### src/rtl/mtx_arb_pkg.sv
// rtl/mtx_arb_pkg.sv - shared types and helpers for the matrix arbiter family
package mtx_arb_pkg;

   // Largest supported requester count; sets the width of the shared helpers.
   localparam int MAX_N  = 32;
   localparam int MAX_IW = 5;

   typedef enum logic {
      ST_IDLE,
      ST_BUSY
   } state_t;

   // Binary index of a one-hot vector; an all-zero vector encodes to 0.
   function automatic logic [MAX_IW-1:0] onehot2bin(input logic [MAX_N-1:0] oh);
      logic [MAX_IW-1:0] bin;
      bin = '0;
      for (int i = 0; i < MAX_N; i++) begin
         if (oh[i]) bin = bin | MAX_IW'(i);
      end
      return bin;
   endfunction

endpackage

### src/rtl/mtx_arb_pick.sv
// rtl/mtx_arb_pick.sv - combinational winner pick over a precedence matrix
module mtx_arb_pick
   import mtx_arb_pkg::*;
#(
   parameter int N  = 4,
   parameter int IW = $clog2(N)
) (
   input  logic [N-1:0]        cand,
   input  logic [N-1:0][N-1:0] w,
   output logic [N-1:0]        win_oh,
   output logic [IW-1:0]       win_idx
);

   // A candidate wins when no other candidate has precedence over it.
   always_comb begin
      win_oh = '0;
      for (int i = 0; i < N; i++) begin
         win_oh[i] = cand[i] & ~|(cand & ~w[i] & ~(N'(1) << i));
      end
   end

   assign win_idx = IW'(onehot2bin(MAX_N'(win_oh)));

endmodule

### src/rtl/mtx_arb_pl.sv
// rtl/mtx_arb_pl.sv - priority-level matrix arbiter with burst grant locking
module mtx_arb_pl
   import mtx_arb_pkg::*;
#(
   parameter  int N  = 4,
   parameter  int PW = 2,
   localparam int IW = $clog2(N)
) (
   input  logic            clk,
   input  logic            rst,
   input  logic [N-1:0]    req,
   input  logic [N*PW-1:0] req_pri,
   input  logic [N-1:0]    req_last,
   input  logic            ack,
   output logic [N-1:0]    gnt,
   output logic            gnt_vld,
   output logic [IW-1:0]   gnt_idx,
   output logic [PW-1:0]   gnt_pri
);

   state_t              state;
   logic [PW-1:0]       maxp;
   logic [N-1:0]        cand;
   logic [N-1:0]        win_oh;
   logic [IW-1:0]       win_idx;
   logic [N-1:0][N-1:0] w;
   logic                own_req;
   logic                own_last;

   // Highest priority level among active requesters, then the set sitting at it.
   always_comb begin
      maxp = '0;
      cand = '0;
      for (int i = 0; i < N; i++) begin
         if (req[i] && (req_pri[i*PW +: PW] > maxp)) maxp = req_pri[i*PW +: PW];
      end
      for (int i = 0; i < N; i++) begin
         cand[i] = req[i] && (req_pri[i*PW +: PW] == maxp);
      end
   end

   mtx_arb_pick #(.N(N), .IW(IW)) u_pick (
      .cand    (cand),
      .w       (w),
      .win_oh  (win_oh),
      .win_idx (win_idx)
   );

   // The owner is tracked through the one-hot grant, so no index decode is needed.
   assign own_req  = |(req & gnt);
   assign own_last = |(req_last & gnt);

   // Grant FSM: capture a winner in IDLE, hold it through the burst, demote on completion.
   always_ff @(posedge clk) begin
      if (rst) begin
         state   <= ST_IDLE;
         gnt     <= '0;
         gnt_vld <= 1'b0;
         gnt_idx <= '0;
         gnt_pri <= '0;
         for (int i = 0; i < N; i++) begin
            for (int j = 0; j < N; j++) begin
               w[i][j] <= (i <= j);
            end
         end
      end else begin
         case (state)
            ST_IDLE: begin
               if (|req) begin
                  gnt     <= win_oh;
                  gnt_vld <= 1'b1;
                  gnt_idx <= win_idx;
                  gnt_pri <= maxp;
                  state   <= ST_BUSY;
               end
            end
            ST_BUSY: begin
               if (!own_req) begin
                  // Owner withdrew: release without touching precedence.
                  gnt     <= '0;
                  gnt_vld <= 1'b0;
                  gnt_idx <= '0;
                  gnt_pri <= '0;
                  state   <= ST_IDLE;
               end else if (ack && own_last) begin
                  gnt     <= '0;
                  gnt_vld <= 1'b0;
                  gnt_idx <= '0;
                  gnt_pri <= '0;
                  state   <= ST_IDLE;
                  // Owner loses to everyone: clear its row, set its column.
                  for (int i = 0; i < N; i++) begin
                     for (int j = 0; j < N; j++) begin
                        if (i != j) begin
                           if (gnt[i])      w[i][j] <= 1'b0;
                           else if (gnt[j]) w[i][j] <= 1'b1;
                        end
                     end
                  end
               end
            end
            default: state <= ST_IDLE;
         endcase
      end
   end

endmodule

### config.mk
export PLATFORM = sky130hd
export DESIGN_NAME = mtx_arb_pl
export DESIGN_NICKNAME = d
export VERILOG_FILES = /design/src/rtl/mtx_arb_pkg.sv /design/src/rtl/mtx_arb_pick.sv /design/src/rtl/mtx_arb_pl.sv
export SDC_FILE = /design/constraint.sdc
export NUM_CORES = 1
export LEC_CHECK = 0
export ABC_AREA = 1
export CAP_MARGIN = 10
export CORE_ASPECT_RATIO = 0.6
export CORE_UTILIZATION = 55
export DETAILED_ROUTE_END_ITERATION = 16
export PLACE_DENSITY = 0.9
export SYNTH_ARGS = -nofsm -noshare
export SYNTH_HDL_FRONTEND = slang
export SYNTH_SLANG_ARGS = --single-unit
export TNS_END_PERCENT = 100
### constraint.sdc
create_clock -name clk -period 11.25 [get_ports clk]
set_clock_uncertainty 0.1 [all_clocks]
set_input_delay 1.6875 -clock clk [delete_from_list [all_inputs] [get_ports clk]]
set_output_delay 1.6875 -clock clk [all_outputs]
set_load 0.05 [all_outputs]
# Yosys cells after proc, flatten, opt, wreduce, memory -nomap -nowiden
# Index checks and enable logic that the tools add are counted.
# op_classes
n_lt_le_gt_ge,4
n_eq_ne,6
mux,41
n_bitwise,15
reduce_logical,33
# ops
op,n
$reduce_and 4->1,6
$mux 1,23
$and 4x4->4,5
$mux 2,10
$mux 4,3
$not 4->4,3
$reduce_bool 2->1,6
$reduce_or 3->1,4
$reduce_or 4->1,3
$logic_and 1x1->1,9
$eq 2x2->1,4
$pmux 2 s2,2
$pmux 4 s2,1
$gt 2x2->1,3
$and 1x1->1,4
$logic_not 1->1,4
$pmux 1 s2,2
$and 3x3->3,1
$ne 3x2->1 const B,1
$not 3->3,1
$gt 2x1->1 const B,1
$ne 2x2->1 const B,1
$reduce_and 2->1,1
$not 1->1,1
# totals
regBits,22
inputBits,19
output_inout_bits,9
elab_cells,116

# Logic depth before layout (Yosys ltp)
# Gate-level depths: netlist of run 1.
# depth
word_depth,23
ltp_mapped,30
ltp_nobuf,30

# Hierarchy
# A second synthesis of run 1 with hierarchy kept.
# hier_totals
cells_unflattened,258
hier_area_um2,1632.8
# modules_own_cells
module,n_inst,cells_each,area_each_um2,seq_area_each_um2
mtx_arb_pl,1,218,1472.7,440.4
mtx_arb_pick,1,40,160.2,0.0

# Worst setup path after synthesis of run 1
# OpenSTA, ideal clock, no wires.
# synth_timing
kind,input-to-reg
from,in req_pri[0]
to,reg gnt[0]
setup_time_ps,129
arrival_time_ps,4777
required_ps,11021
setup_slack_ps,6244
stages,27
path_buffers,0
cell_sequence,nand2_1 -> inv_1 -> ha_1 -> a21oi_4 -> nand3_1 -> and2_1 -> ha_1 -> inv_1 -> o21bai_2 -> nand2_1 -> nand3_2 -> nand2_1 -> ha_1 -> nand2_1 -> nand2_1 -> nor2_1 -> inv_1 -> nand3_2 -> nand2_1 -> nand2_1 -> nand3_1 -> nor2_4 -> nand2_1 -> o21ai_0 -> nor2_1 -> nor2_1 -> nor2_1
# synth_between
elab_chain_len,20
elab_cells_between_ends,26
classes_between,order compare (4); eq/ne (4); mux (6); bitwise (2); reduce/logical (10)
# synth_rtl
item,line,text
"start, declared",mtx_arb_pl.sv:12,"input logic [N*PW-1:0] req_pri,"
$gt 2x1->1,mtx_arb_pl.sv:35,if (req[i] && (req_pri[i*PW +: PW] > maxp)) maxp = req_pri[i*PW +: PW];
$logic_and 1x1->1,mtx_arb_pl.sv:35,
$mux 2,mtx_arb_pl.sv:35,
$gt 2x2->1,mtx_arb_pl.sv:35,
$logic_and 1x1->1,mtx_arb_pl.sv:35,
$mux 2,mtx_arb_pl.sv:35,
$gt 2x2->1,mtx_arb_pl.sv:35,
$logic_and 1x1->1,mtx_arb_pl.sv:35,
[4 not listed],--,
$eq 2x2->1,mtx_arb_pl.sv:38,cand[i] = req[i] && (req_pri[i*PW +: PW] == maxp);
$logic_and 1x1->1,mtx_arb_pl.sv:38,
$and 4x4->4,mtx_arb_pick.sv:18,win_oh[i] = cand[i] & ~|(cand & ~w[i] & ~(N'(1) << i));
$reduce_or 3->1,mtx_arb_pick.sv:18,
$logic_not 1->1,mtx_arb_pick.sv:18,
$and 1x1->1 *,mtx_arb_pick.sv:18,
$mux 4 *,mtx_arb_pl.sv:69,if (|req) begin
$pmux 4 s2 *,mtx_arb_pl.sv:67,case (state)
"end signal, assigned",mtx_arb_pl.sv:70,gnt <= win_oh;
"end, declared",mtx_arb_pl.sv:15,"output logic [N-1:0] gnt,"
# Mark *: on every way between the ends. The rest lies on a longest branch, timed or not. The select of a mux whose other input is x is not followed.
# A chain may end at the register's enable or synchronous reset.

# Worst setup path in the final report of run 1
# layout_timing
from,in req[0]
to,reg gnt_idx[0]
# layout_between
elab_chain_len,22
elab_cells_between_ends,39
classes_between,order compare (3); eq/ne (6); mux (10); bitwise (5); reduce/logical (15)
# layout_rtl
item,line,text
"start, declared",mtx_arb_pl.sv:11,"input logic [N-1:0] req,"
$logic_and 1x1->1,mtx_arb_pl.sv:35,
$mux 2,mtx_arb_pl.sv:35,
$gt 2x2->1,mtx_arb_pl.sv:35,
$logic_and 1x1->1,mtx_arb_pl.sv:35,
$mux 2,mtx_arb_pl.sv:35,
$gt 2x2->1,mtx_arb_pl.sv:35,
$logic_and 1x1->1,mtx_arb_pl.sv:35,
$mux 2,mtx_arb_pl.sv:35,
[5 not listed],--,
$and 4x4->4,mtx_arb_pick.sv:18,
$reduce_or 3->1,mtx_arb_pick.sv:18,
$logic_not 1->1,mtx_arb_pick.sv:18,
$and 1x1->1,mtx_arb_pick.sv:18,
$mux 1,mtx_arb_pkg.sv:18,if (oh[i]) bin = bin | MAX_IW'(i);
$mux 2 (2 in a row),mtx_arb_pkg.sv:18,
$mux 2,mtx_arb_pl.sv:69,
$pmux 2 s2,mtx_arb_pl.sv:67,
"end signal, assigned",mtx_arb_pl.sv:72,gnt_idx <= win_idx;
"end, declared",mtx_arb_pl.sv:17,"output logic [IW-1:0] gnt_idx,"
# Several ways; a longest one is shown, not always the timed one. The select of a mux whose other input is x is not followed.

==> results of run 1 <==
[flip-flops by register name, summed over array words and instances (netlist names)]
signal and cells:
gnt 4, gnt_idx 2, gnt_pri 2, gnt_vld 1, state 1, w 12
[power groups by stage]
stage | combinational, mW | sequential (mW) | clock, mW
after floorplan | 0.0489 | 0.0956 | 0
after global routing | 0.0943 | 0.0841 | 0.0588
final | 0.0853 | 0.0837 | 0.0542
after global placement | 0.0831 | 0.0853 | 0
after CTS | 0.0841 | 0.0837 | 0.0551
after detailed placement | 0.0838 | 0.0855 | 0
[placed cells by master (no fill, tap or decap), types with 5 or more instances in the layout]
cell	n
inv_1	39
clkdlybuf4s50_1	27
a21oi_1	16
nand3_1	22
nand2_1	52
nand2_2	5
nand3_2	5
o21ai_0	7
nor2_1	26
dfxtp_1	22
ha_1	6
[cells by family (layout without fill, tap and decap cells)]
group / Yosys count / after routing / share of synthesized area (%)
DFF: 22 / 22 / 30.37
AOI/OAI and AO/OA: 32 / 32 / 13.72
adders and majority gates: 6 / 6 / 5.177
buffers and inverters: 42 / 72 / 10.87
and+or+nand+nor: 123 / 123 / 39.86
[final cells by class]
cell class	count	area [sq um]
Clock buffer	4	55.05
Fill cell	182	516.7
Tap cell	30	37.54
Sequential cell	22	440.4
Inverter	41	153.9
Multi-Input combinational cell	161	852.1
Timing Repair Buffer	27	270.3
[per-layer routing]
layer	vias to the layer above	global-route usage [%]	routed length [microns]
met1	631	46.15	1975
met3	2	7.692	352
li1	782	-	-
met2	68	36.86	1304
met4	0	3.333	14
met5	-	0	0
[cell usage after synthesis (3+ instances only)]
master / n
nand2_2: 5
o21ai_0: 7
nand4_1: 4
dfxtp_1: 22
ha_1: 6
a21oi_1: 16
nand2_1: 52
nand3_1: 22
nor2_2: 3
nand3_2: 5
nor2_1: 26
inv_1: 39
[worst max-delay path, stage by stage]
cell and delay (ps):
clkdlybuf4s50_1 550, nand2_1 100, inv_1 110, ha_1 260, a21oi_4 190, nand3_1 130
and2_1 190, ha_1 320, inv_1 60, o21bai_2 170, nand2_1 150, nand3_2 150
nand2_1 90, ha_1 300, a21oi_1 160, nor2_1 90, inv_1 180, nand3_2 170
nand3_1 100, nand2_1 50, nor2_1 250, nand3_1 110, nand2_1 100, nor2_2 40
nor2_1 120, a21oi_2 70
[path summary, 6_finish.rpt]
check / end / slack, ps / cells after the start
worst max-delay path: gnt_idx[0]$_SDFFE_PP0P_ / 5370 / 26
worst min-delay path: gnt_pri[0]$_SDFFE_PP0P_ / 370 / 2
worst max register to register: w[2]$_SDFFE_PP1P_ / 9350 / 12
worst min register to register: gnt_pri[0]$_SDFFE_PP0P_ / 370 / 2
==> impl_metrics.tcl, run 1 <==
set metrics [dict create \
    outcome "finished, final reports clean" \
    syn2layout_area_growth_pct 24.76 \
    synth_area_sq_mm 0.001450 \
    start_kind "input port" \
    core-area_sq_mm 0.002326 \
    finalHoldViolations 0 \
    cts_root_buf "clkbuf_8" \
    drive_gt1_share_pct 9.804 \
    power_frac_comb_pct 38.2 \
    vias 1483 \
    ys.flop_type "dfxtp_1" \
    insertedDiodeCount 0 \
    post_dp_cell_area_sq_mm 0.001754 \
    finalWirelength_microns 3647 \
    synth_area_leader_cell "dfxtp_1" \
    r2r_start "gnt[3]$_SDFFE_PP0P_" \
    rsz0062_at_grt "false" \
    start_util_pct 62.35 \
    synth_top_cell_area_share_pct 30.37 \
    ant_nets 0 \
    drc 0 \
    fin_crit_ps 5877 \
    synth_nets 250 \
    p_leak_nw 0.8226 \
    cts.repair_timing.setup_buffer_count 0 \
    p_int_uw 142.5 \
    clk_path_buf_depth 2 \
    fin_tns_setup_ps 0 \
    setup_viol 0 \
    synth_edf_count 0 \
    fin_util_pct 77.78 \
    synth_seq_area_share_pct 30.37 \
    finalPower_uw 223.2 \
    drt_first_pass_iters 4 \
    htreeDepth 1 \
    tightest_slew_ps 500.1 \
    ys_async_sr_fraction_pct 0 \
    worstSetupStartpoint "req[0]" \
    grt_pass1_wl_microns 6016 \
    hp-start "gnt_pri[0]$_SDFFE_PP0P_" \
    die_x_microns 68.29 \
    max_freq_mhz 170.1 \
    cts.sink_count 22 \
    maxSlewViolCount 0 \
    dp_cells 281 \
    ys_warn_count 0 \
    final.period_utilization_pct 52.24 \
    cts_tree "yes" \
    dieArea_sq_mm 0.002853 \
    die_h_microns 41.78 \
    ir_worst_vdd_mv 0.07342 \
    grt_max_degree 13 \
    place_congestion 0.9481 \
    yosysUniqueCellTypes 25 \
    synth_area_leaders "dfxtp_1 30%, nand2_1 13%, inv_1 10%, nand3_1 7.6%, nor2_1 6.7%" \
    ios 28 \
    wl_per_cell_microns 12.80 \
    grt_overflow 0 \
    clk_latency_ps 250 \
    drt_iter0_drc 159 \
    pwr-share-seq_pct 37.5 \
    p_sw_share_pct 36.15 \
    finalWorstSetupSlack_ps 5373 \
    final_nets 281 \
    ys_ff_latch 22 \
    num_rows 13 \
    numCtsBuffers 3 \
    slew_headroom_pct 66.56 \
    viasPerCell 5.204 \
    post_cts_resized 0 \
    place_ws_ps 5228 \
    clkPwrFrac_pct 24.3 \
    clkTransAtPathRegs_ps 70 \
    p_sw_uw 80.68 \
    grt_pass1_vias 1303 \
    dp_hpwl_microns 3059 \
    synthCells 225 \
    hp-class "flip-flop to flip-flop" \
    crit_path_max_fanout 6 \
    track_usage_pct 28.41 \
    cp.arrival_ps 5910 \
    port-buffer-count 27 \
    syn_area_per_cell_sq_um 6.445 \
    hold_buffers 0 \
    maxCapViolations 0 \
    final_cells 285 \
    antenna_found_initial 0 \
    path_class "input port to flip-flop" \
    cp-end-kind "flip-flop" \
    power.density_mw_per_mm2 123.3 \
    fin_hold_ws_ps 368.8 \
    critPathRequiredTime_ps 11280 \
    stdcell_area_sq_mm 0.001809 \
]
Note: power is estimated with default switching activity, not from simulation.
==> run 2: changes to the inputs <==
--- a/config.mk
+++ b/config.mk
@@ -8,9 +8,9 @@
 export ABC_AREA = 1
 export CAP_MARGIN = 10
 export CORE_ASPECT_RATIO = 0.6
-export CORE_UTILIZATION = 55
+export CORE_UTILIZATION = 51
 export DETAILED_ROUTE_END_ITERATION = 16
-export PLACE_DENSITY = 0.9
+export PLACE_DENSITY = 0.85
 export SYNTH_ARGS = -nofsm -noshare
 export SYNTH_HDL_FRONTEND = slang
 export SYNTH_SLANG_ARGS = --single-unit
==> constraint.sdc (replaced) <==
create_clock -name clk -period 5.9 [get_ports clk]
set_clock_uncertainty 0.1 [all_clocks]
set_input_delay 0.885 -clock clk [delete_from_list [all_inputs] [get_ports clk]]
set_output_delay 0.885 -clock clk [all_outputs]
set_load 0.05 [all_outputs]
==> impl_metrics.tcl, run 2 (synthesis results as in run 1) <==
set metrics [dict create \
    outcome "finished, final reports clean" \
    syn2layout_area_growth_pct 24.94 \
    ant_nets 0 \
    top_regs "w: 12 flops, gnt: 4 flops" \
    die_h_microns 43.31 \
    hold_depth 2 \
    setup_viol 0 \
    final_cells 287 \
    p_sw_share_pct 36.83 \
    ir_worst_vdd_mv 0.1370 \
    tightest_slew_ps 490.9 \
    fillCellCount 239 \
    power.density_mw_per_mm2 237.5 \
    dp_hpwl_microns 2973 \
    drc 0 \
    track_usage_pct 27.06 \
    hold_buffers 0 \
    rrSetupSlack_ps 3970 \
    rsz0062_at_grt "false" \
    finalWorstSetupSlack_ps 752.8 \
    start_util_pct 55.94 \
    multiInputGateArea_sq_um 852.1 \
    whs_endpoint "w[9]$_SDFFE_PP0P_" \
    fin_tns_setup_ps 0 \
    drt_iter0_drc 133 \
    crit_path_max_fanout 6 \
    cp.arrival_ps 5180 \
    max_freq_mhz 194.3 \
    path_class "input port to flip-flop" \
    place_ws_ps 618.9 \
    maxCapViolations 0 \
    place_congestion 0.9242 \
    layout_common_cells "52 x nand2_1, 39 x inv_1, 27 x clkdlybuf4s50_1" \
    power_frac_comb_pct 37.8 \
    regArea_sq_um 440.4 \
    insertedDiodeCount 0 \
    grt_max_degree 13 \
    clk_latency_ps 260 \
    maxSlewViolCount 0 \
    vias 1516 \
    clk_path_buf_depth 2 \
    core-area_sq_mm 0.002592 \
    finalWirelength_microns 3620 \
    r2r_start "gnt[3]$_SDFFE_PP0P_" \
    crit_slowest_cell "clkdlybuf4s50_1" \
    hp-class "flip-flop to flip-flop" \
    slew_headroom_pct 67.17 \
    critPathRequiredTime_ps 5940 \
    fin_crit_ps 5147 \
    drt_first_pass_iters 10 \
    p_leak_nw 0.8226 \
    pwr-share-seq_pct 37.1 \
    p_sw_uw 158.5 \
    cts.sink_count 22 \
    r2r-end "w[2]$_SDFFE_PP1P_" \
    ios 28 \
    post_cts_resized 0 \
    grt_pass1_wl_microns 6430 \
    start_kind "input port" \
    wl_per_cell_microns 12.61 \
    p_int_uw 271.8 \
    numCtsBuffers 3 \
    dieArea_sq_mm 0.003068 \
    largest_reg_flops 12 \
    reg2reg_depth 12 \
    die_x_microns 70.84 \
    clkPwrFrac_pct 25.1 \
    num_rows 14 \
    cp-end-kind "flip-flop" \
    grt_pass1_vias 1388 \
    viasPerCell 5.282 \
    fin_util_pct 69.88 \
    dp_cells 283 \
    htreeDepth 1 \
    cts_root_buf "clkbuf_8" \
    cts.repair_timing.setup_buffer_count 0 \
    cts_tree "yes" \
    max_stage_delay_ps 560 \
    final_nets 281 \
    final_common_cell "nand2_1" \
    final.period_utilization_pct 87.24 \
    drive_gt1_share_pct 9.804 \
    antenna_found_initial 0 \
    finalHoldViolations 0 \
    grt_overflow 0 \
    port-buffer-count 27 \
    clkTransAtPathRegs_ps 80 \
    hp-start "w[9]$_SDFFE_PP0P_" \
    crit_top_cell "nand2_1" \
    regMostFlops "w" \
]
[run 2: cell counts in the layout (fill, tap and decap cells not counted)]
No cell type changed its count.
[run 2: stage by stage]
step,area (sq um),hold WS [ps],total power [mW]
floorplan,1450,328.1,0.2755
global placement,1757,348.2,0.3210
detailed placement,1757,352.3,0.3226
CTS,1812,364.2,0.4279
global route,1812,399.4,0.4551
finish,1812,367.1,0.4303
[run 2: cell type report]
class | count | share of cell area [%]
repair buffers | 27 | 14.92
inverters | 41 | 8.494
flip-flops and latches | 22 | 24.31
clock buffers | 4 | 3.039
well taps | 32 | 2.210
multi-input cells | 161 | 47.03
[run 2: power by group through the flow]
stage / combinational (mW) / clock (mW) / sequential (mW)
5_1_grt: 0.182 / 0.113 / 0.160
2_1_floorplan: 0.0931 / 0 / 0.182
3_3_place_gp: 0.158 / 0 / 0.163
6_report: 0.163 / 0.108 / 0.160
3_5_place_dp: 0.160 / 0 / 0.163
4_1_cts: 0.161 / 0.108 / 0.159
[run 2: worst max-delay path by stage]
| stage | slack, ps | end | from | depth (start not counted) |
|---|---|---|---|---|
| 2_1_floorplan | 1700 | gnt[0]$_SDFFE_PP0P_ | req_pri[0] | 27 |
| 3_3_place_gp | 660 | gnt_idx[0]$_SDFFE_PP0P_ | req[0] | 27 |
| 3_5_place_dp | 620 | gnt_idx[0]$_SDFFE_PP0P_ | req[0] | 27 |
| 4_1_cts | 850 | gnt_idx[0]$_SDFFE_PP0P_ | req[0] | 27 |
| 5_1_grt | 360 | gnt[3]$_SDFFE_PP0P_ | req[0] | 28 |
| 6_report | 750 | gnt_idx[0]$_SDFFE_PP0P_ | req[0] | 27 |
[run 2: routing by layer]
metal  up-vias  track usage, %  routed length [microns]
met5         -               0                        0
met3         2           8.076                      303
met4         0           4.000                       10
li1        780               -                        -
met2        49           36.54                     1330
met1       685           42.32                     1975
[run 2: critical path, delay by kind of cell]
family	cells	cell delay [ps]
AND/OR/NAND/NOR	18	2170
adder cells (fa/ha/maj)	3	940
buffers and inverters	3	780
AO/OA/AOI/OAI	3	400
==> run 3: changes to the inputs <==
--- a/config.mk
+++ b/config.mk
@@ -10,7 +10,9 @@
 export CORE_ASPECT_RATIO = 0.6
 export CORE_UTILIZATION = 51
 export DETAILED_ROUTE_END_ITERATION = 16
+export MAX_ROUTING_LAYER = met4
 export PLACE_DENSITY = 0.85
+export SKIP_CTS_REPAIR_TIMING = 1
 export SYNTH_ARGS = -nofsm -noshare
 export SYNTH_HDL_FRONTEND = slang
 export SYNTH_SLANG_ARGS = --single-unit
==> impl_metrics.tcl, run 3 (synthesis results as in run 1) <==
set metrics [dict create \
    wl_per_cell_microns 12.52 \
    cts.sink_count 22 \
    layout_common_cells "52 x nand2_1, 39 x inv_1, 27 x clkdlybuf4s50_1" \
    drive_gt1_share_pct 9.804 \
    core-area_sq_mm 0.002592 \
    slew_headroom_pct 66.91 \
    cp.arrival_ps 5110 \
    viasPerCell 5.220 \
    setup_viol 0 \
    grt_pass1_vias 1284 \
    final_nets 281 \
    num_rows 14 \
    max_freq_mhz 199.1 \
    path_delay_family "simple AND/OR/NAND/NOR gates" \
    final.period_utilization_pct 85.15 \
    finalPower_uw 427.1 \
    vias 1498 \
    ant_nets 0 \
    start_util_pct 55.94 \
    finalWirelength_microns 3594 \
    path_class "input port to flip-flop" \
    finalHoldViolations 0 \
    track_usage_pct 26.66 \
    maxSlewViolCount 0 \
    ios 28 \
    crit_path_max_fanout 6 \
    antenna_found_initial 0 \
    rsz0062_at_grt "false" \
    clk_latency_ps 260 \
    dp_hpwl_microns 2910 \
    path_buf_inv 4 \
    post_dp_cell_area_sq_mm 0.001757 \
    crit_top_cell "nand2_1" \
    p_leak_nw 0.8226 \
    cts_tree "yes" \
    fin_hold_ws_ps 360.6 \
    final_common_cell "nand2_1" \
    syn2layout_area_growth_pct 24.94 \
    htreeDepth 1 \
    place_congestion 0.9958 \
    clk_path_buf_depth 2 \
    outcome "finished, final reports clean" \
    critPathRequiredTime_ps 5980 \
    multiInputGateArea_sq_um 852.1 \
    crit_slowest_cell "clkdlybuf4s50_1" \
    port-buffer-count 27 \
    stdcell_area_sq_mm 0.001812 \
    fillCellCount 220 \
    start_kind "input port" \
    drt_first_pass_iters 6 \
    dieArea_sq_mm 0.003068 \
    grt_pass1_wl_microns 6099 \
    place_ws_ps 686.5 \
    die_h_microns 43.31 \
    numCtsBuffers 3 \
    hp-class "flip-flop to flip-flop" \
    insertedDiodeCount 0 \
    power.density_mw_per_mm2 235.7 \
    ir_worst_vdd_mv 0.1576 \
    fin_tns_setup_ps 0 \
    max_stage_delay_ps 550 \
    drt_iter0_drc 140 \
    largest_reg_flops 12 \
    regArea_sq_um 440.4 \
    cts_root_buf "clkbuf_8" \
    maxCapViolations 0 \
    finalWorstSetupSlack_ps 876.4 \
    drc 0 \
    die_x_microns 70.84 \
    regMostFlops "w" \
    clkTransAtPathRegs_ps 70 \
    tightest_slew_ps 494.7 \
    grt_overflow 0 \
    fin_crit_ps 5024 \
    grt_max_degree 13 \
    cp-end-kind "flip-flop" \
    top_regs "w: 12 flops, gnt: 4 flops" \
]
[run 3: final timing paths]
path / start / to / slack, ps / depth (start not counted)
max: req[0] / gnt[3]$_SDFFE_PP0P_ / 880 / 28
min: w[8]$_SDFFE_PP0P_ / w[8]$_SDFFE_PP0P_ / 360 / 2
max reg2reg: gnt[3]$_SDFFE_PP0P_ / w[2]$_SDFFE_PP1P_ / 4000 / 12
min reg2reg: w[8]$_SDFFE_PP0P_ / w[8]$_SDFFE_PP0P_ / 360 / 2
[run 3: per-layer routing]
layer  GRT usage, %  share of wire, %  vias to the layer above
li1               -                 -                      781
met1          41.91                52                      654
met2          33.65                37                       61
met3          7.363                11                        2
met4          2.400              0.19                        0
met5              -                 0                        -
[run 3: through the flow]
stage	instances	utilization, %
global placement	283	67.76
floorplan	225	-
global route	287	69.88
detailed placement	283	67.76
CTS	287	69.88
finish	287	69.88
[run 3: layout make-up]
class	instances	share of cell area, %
Inverter	41	8.494
Clock buffer	4	3.039
Multi-Input combinational cell	161	47.03
Tap cell	32	2.210
Sequential cell	22	24.31
Timing Repair Buffer	27	14.92
[run 3: power breakdown]
part	switching [mW]	internal (mW)
Clock	0.0462	0.0595
Combinational	0.105	0.0574
Sequential	0.00425	0.155
Total	0.155	0.272
[run 3: worst min-delay path, stage by stage (launching register included)]
cell and delay [ps]:
dfxtp_1 300, inv_1 60, a21oi_1 60
